==> config.mk <==
export PLATFORM = sky130hd
export DESIGN_NAME = alu_control_pipe
export DESIGN_NICKNAME = d
export VERILOG_FILES = /design/src/rtl/alu_control_pipe.sv
export SDC_FILE = /design/constraint.sdc
export NUM_CORES = 1
export LEC_CHECK = 0
export BUFFER_PORTS_ARGS = -buffer_cell sky130_fd_sc_hd__buf_2
export CORE_ASPECT_RATIO = 1.4
export CORE_MARGIN = 1
export CORE_UTILIZATION = 50
export CTS_CLUSTER_SIZE = 30
export DETAILED_ROUTE_END_ITERATION = 16
export GPL_TIMING_DRIVEN = 0
export HOLD_SLACK_MARGIN = 0.08
export PLACE_DENSITY = 0.75
export SLEW_MARGIN = 20
export SYNTH_ARGS = -nofsm -noshare
export SYNTH_HDL_FRONTEND = slang
export SYNTH_SLANG_ARGS = --single-unit
==> constraint.sdc <==
create_clock -name CLK -period 3.14 [get_ports CLK]
set_input_delay 0.314 -clock CLK [delete_from_list [all_inputs] [get_ports CLK]]
set_output_delay 0.314 -clock CLK [all_outputs]
set_load 0.005 [all_outputs]
==> src/rtl/alu_control_pipe.sv <==
// Registered ALU control for the RV32IM pipeline at the ID/EX boundary.
// Single-cycle ops complete on accept; M-extension ops run a latency sequencer that stalls decode.
module alu_control_pipe #(
  parameter int M_EN    = 1,
  parameter int MUL_LAT = 2,
  parameter int DIV_LAT = 32
) (
  input  logic       CLK,
  input  logic       RST_N,
  input  logic       VALID_IN,
  input  logic [2:0] ALUOP,
  input  logic [2:0] FUNCT3,
  input  logic       FUNCT7_5,
  input  logic       FUNCT7_0,
  input  logic       STALL_IN,
  input  logic       FLUSH,
  output logic [4:0] ALUSELECT,
  output logic       VALID_OUT,
  output logic       MD_START,
  output logic       BUSY,
  output logic       ILLEGAL
);

  // state   | meaning
  // S_IDLE  | accepting decode-stage instructions
  // S_MD    | mul/div in flight, BUSY held until the latency count expires

  localparam int MAX_LAT = (MUL_LAT > DIV_LAT) ? MUL_LAT : DIV_LAT;
  localparam int CW      = $clog2(MAX_LAT + 1);
  localparam logic [CW-1:0] MUL_INIT = CW'(MUL_LAT - 1);
  localparam logic [CW-1:0] DIV_INIT = CW'(DIV_LAT - 1);

  typedef enum logic {
    S_IDLE = 1'b0,
    S_MD   = 1'b1
  } state_t;

  state_t        state_q, state_d;
  logic [4:0]    alusel_q, alusel_d;
  logic          valid_q, valid_d;
  logic          start_q, start_d;
  logic          busy_q, busy_d;
  logic          ill_q, ill_d;
  logic [CW-1:0] cnt_q, cnt_d;

  logic [4:0]    dec_code;
  logic          dec_illegal;
  logic          dec_is_md;

  always_comb begin
    dec_code    = 5'b00000;
    dec_illegal = 1'b0;
    dec_is_md   = 1'b0;
    case (ALUOP)
      3'b000: begin
        if (FUNCT7_0) begin
          if (M_EN != 0) begin
            dec_code  = {2'b10, FUNCT3};
            dec_is_md = 1'b1;
          end else begin
            dec_illegal = 1'b1;
          end
        end else if (FUNCT7_5) begin
          // only SUB and SRA carry instr[30]=1
          if (FUNCT3 == 3'b000 || FUNCT3 == 3'b101) begin
            dec_code = {2'b01, FUNCT3};
          end else begin
            dec_illegal = 1'b1;
          end
        end else begin
          dec_code = {2'b00, FUNCT3};
        end
      end
      3'b001: begin
        if (FUNCT3 == 3'b101 && FUNCT7_5) begin
          dec_code = 5'b01101;
        end else begin
          dec_code = {2'b00, FUNCT3};
        end
      end
      3'b100: begin
        case (FUNCT3)
          3'b000:  dec_code = 5'b01000;
          3'b001:  dec_code = 5'b01001;
          3'b100:  dec_code = 5'b01010;
          3'b101:  dec_code = 5'b01011;
          3'b110:  dec_code = 5'b01100;
          3'b111:  dec_code = 5'b01110;
          default: dec_illegal = 1'b1;
        endcase
      end
      default: dec_code = 5'b00000;
    endcase
  end

  always_comb begin
    state_d  = state_q;
    alusel_d = alusel_q;
    valid_d  = valid_q;
    start_d  = 1'b0;
    busy_d   = busy_q;
    ill_d    = ill_q;
    cnt_d    = cnt_q;
    if (FLUSH) begin
      state_d = S_IDLE;
      valid_d = 1'b0;
      busy_d  = 1'b0;
      ill_d   = 1'b0;
      cnt_d   = '0;
    end else begin
      case (state_q)
        S_IDLE: begin
          busy_d = 1'b0;
          if (!STALL_IN) begin
            if (VALID_IN) begin
              alusel_d = dec_code;
              ill_d    = dec_illegal;
              if (dec_is_md) begin
                valid_d = 1'b0;
                start_d = 1'b1;
                busy_d  = 1'b1;
                cnt_d   = FUNCT3[2] ? DIV_INIT : MUL_INIT;
                state_d = S_MD;
              end else begin
                valid_d = 1'b1;
              end
            end else begin
              valid_d = 1'b0;
              ill_d   = 1'b0;
            end
          end
        end
        S_MD: begin
          valid_d = 1'b0;
          busy_d  = 1'b1;
          // count runs down even while stalled; only completion waits for STALL_IN
          if (cnt_q != '0) begin
            cnt_d = cnt_q - CW'(1);
          end else if (!STALL_IN) begin
            valid_d = 1'b1;
            busy_d  = 1'b0;
            state_d = S_IDLE;
          end
        end
        default: state_d = S_IDLE;
      endcase
    end
  end

  always_ff @(posedge CLK or negedge RST_N) begin
    if (!RST_N) begin
      state_q  <= S_IDLE;
      alusel_q <= 5'b00000;
      valid_q  <= 1'b0;
      start_q  <= 1'b0;
      busy_q   <= 1'b0;
      ill_q    <= 1'b0;
      cnt_q    <= '0;
    end else begin
      state_q  <= state_d;
      alusel_q <= alusel_d;
      valid_q  <= valid_d;
      start_q  <= start_d;
      busy_q   <= busy_d;
      ill_q    <= ill_d;
      cnt_q    <= cnt_d;
    end
  end

  assign ALUSELECT = alusel_q;
  assign VALID_OUT = valid_q;
  assign MD_START  = start_q;
  assign BUSY      = busy_q;
  assign ILLEGAL   = ill_q;

endmodule

==> results.yml <==
pwr:
  p_total_mw: 0.405
  leakage_nw: 0.518
  p_per_area_nw_per_um2: 368
  max-vdd-ir-drop_uv: 302
synthesis:
  synth_top_flop_cell: "dfrtp_1"
  syn_area_um2: 953
  ys_seq_elements: 15
  yosysWarnings: 0
  synth_edf_count: 0
  yosysSeqAreaShare_pct: 39.4
  synth-async-reset-ratio_pct: 100
  syn_inst: 99
  syn_nets: 114
  yosysUniqueCellTypes: 40
  syn_avg_cell_area_um2: 9.63
sta:
  finClkSkew_ns: 0.00361
  worst_slew_pin_slew_ns: 0.433
  finalHoldViolations: 0
  rsz0062_at_grt: "false"
  max_freq_ghz: 0.554
  min_period_ns: 1.81
  worst_slack_ns: 1.33
  slew-limit-headroom_pct: 71.1
  setup_viol: 0
  fin_tns_setup_ns: 0
  slew_viol_final: 0
  fin_crit_sh_pct: 57.5
finish:
  fin_nets: 137
  fin_util_pct: 61.9
  area_growth_pct: 15.5
  antenna_cells: 0
  layout-drive-gt1-share_pct: 22.3
  postLayoutCellArea_um2: 1100
hold_path:
  worstHoldStart: "STALL_IN"
  hold_class: "input pin to flip-flop"
grt:
  grt_max_degree: 16
  grt_pass1_wl_mm: 3.43
  overflow: 0
  grtUsageTotal_pct: 22.9
  antenna_found_initial: 0
  grt_pass1_vias: 851
floorplanning:
  start_util_pct: 53.6
  core_area_um2: 1780
  dieArea_um2: 2090
  die_w_um: 38.9
  rows: 18
  die_h_um: 53.7
  ios: 22
critical_path:
  critPathLaunchType: "flip-flop"
  worstSetupStartpoint: "cnt_q[0]"
  end_kind: "flip-flop"
  crit_chain: "inv_1, ha_1, nor4b_4, nand3b_2, and2_1, o311a_1"
  cpMaxStageDelayCell: "dfrtp_1"
  required_ns: 3.31
  reg2reg_from: "cnt_q[0]"
  crit_fanout: 5
  worstSetupPathType: "flip-flop to flip-flop"
  slowest_delay_ns: 0.43
  crit_arrival_ns: 1.97
route:
  drt_first_pass_iters: 4
  drc: 0
  ant_nets: 0
  drt-initial-drc-count: 11
  via_per_inst: 6.08
  vias: 857
  wl_per_cell_um: 14.4
  totalWireLength_mm: 2.04
placed_design:
  placed_area_um2: 1060
  numPortBuffers: 17
  place_ws_ns: 1.34
  dp_hpwl_mm: 1.60
  gp_congestion: 0.753
clock_tree:
  clkSlewWorstSetupHoldPaths_ns: 0.09
  cts-root-buf: "clkbuf_4"
  cts-htree-levels: 1
  clk_latency_ns: 0.28
  cts_tree: "yes"
  numCtsBuffers: 3
  cts_buffer_depth: 2
  post_cts_buffers: 0
  cts_sinks: 15
status:
  status: "completed"
job:
  drv_cap: 0
## cell usage in the layout, fill, tap and decap left out, types with 2 or more instances in the layout
cell      count
buf_2        17
dfrtp_1      15
nand2_1      11
inv_1         7
clkbuf_1      6
nor2_1        5
o21ai_0       4
a21oi_1       4
nor3_1        3
o41ai_1       3
o311a_1       3
clkbuf_4      3
a21o_1        2
o31ai_1       2
o211ai_1      2
nor3b_1       2
a32o_1        2
xor2_1        2
xnor2_1       2
ha_1          2
## cell usage after synthesis, drive strengths merged (3+ instances only)
master / instances / area share, %
a21oi: 4 / 2.1
inv: 7 / 2.8
nand2: 11 / 4.3
clkbuf: 6 / 2.4
o311a: 3 / 3.1
o41ai: 3 / 2.8
dfrtp: 15 / 39
nor3: 3 / 1.6
o21ai: 4 / 2.1
nor2: 5 / 2.0
## logic make-up after synthesis
family / synth area share (%)
AO/OA/AOI/OAI: 27.6
buffers and inverters: 5.12
flip-flops: 39.4
adder cells (fa/ha/maj): 2.62
XOR/XNOR: 3.68
multiplexers: 1.05
AND/OR/NAND/NOR: 20.6
## stage by stage
step           hold slack, ns  cells
4_1_cts                 0.322    141
5_1_grt                 0.364    141
2_1_floorplan          0.0184     99
3_5_place_dp            0.232    136
6_report                0.325    141
3_3_place_gp            0.234    136
## cell type report
type	instances	area, um^2
Fill cell	159	678
Multi-Input combinational cell	71	529
Sequential cell	15	375
Timing Repair Buffer	18	95.1
Inverter	7	26.3
Tap cell	20	25.0
Clock buffer	3	22.5
Buffer	6	22.5
Clock inverter	1	5.00
## worst max-delay path: cells and delay by family, from the launching register on
family,cells,cell delay [ns]
compound gates,1,0.30
simple gates,3,0.71
fa+ha+maj,1,0.15
buf+inv,1,0.10
flops,1,0.43
## state kept, by name, indices dropped and copies added (netlist names)
name / count
ALUSELECT: 5
BUSY: 1
ILLEGAL: 1
MD_START: 1
VALID_OUT: 1
cnt_q: 6
## layer usage
layer	vias to the layer above	GRT usage, %	routed length (um)
met3	4	2.89	58
met5	-	0	0
met1	419	25.1	827
met4	0	8.05	30
met2	21	43.3	1120
li1	413	-	-
## what timing repair did
item / CTS / global route
hold buffers: 1 / 0
endpoints found under the hold margin: 15 / 0
resized for setup: 0 / 0
## power breakdown
part           leakage (nW)  internal [mW]  total (mW)  switching [mW]
clock                0.0177         0.0473       0.110          0.0623
sequential            0.202          0.203       0.213          0.0105
combinational         0.298         0.0386      0.0820          0.0435
## final timing paths
check                          endpoint  slack (ns)  cells past startpoint
max                            cnt_q[2]        1.33                      6
max reg2reg                    cnt_q[2]        1.33                      6
max in group asynchronous      cnt_q[3]        2.43                      2
min reg2reg                ALUSELECT[4]        0.49                      1
min                             ILLEGAL        0.33                      3
min in group asynchronous      cnt_q[1]        0.46                      2
Note: power is estimated with default switching activity, not from simulation.
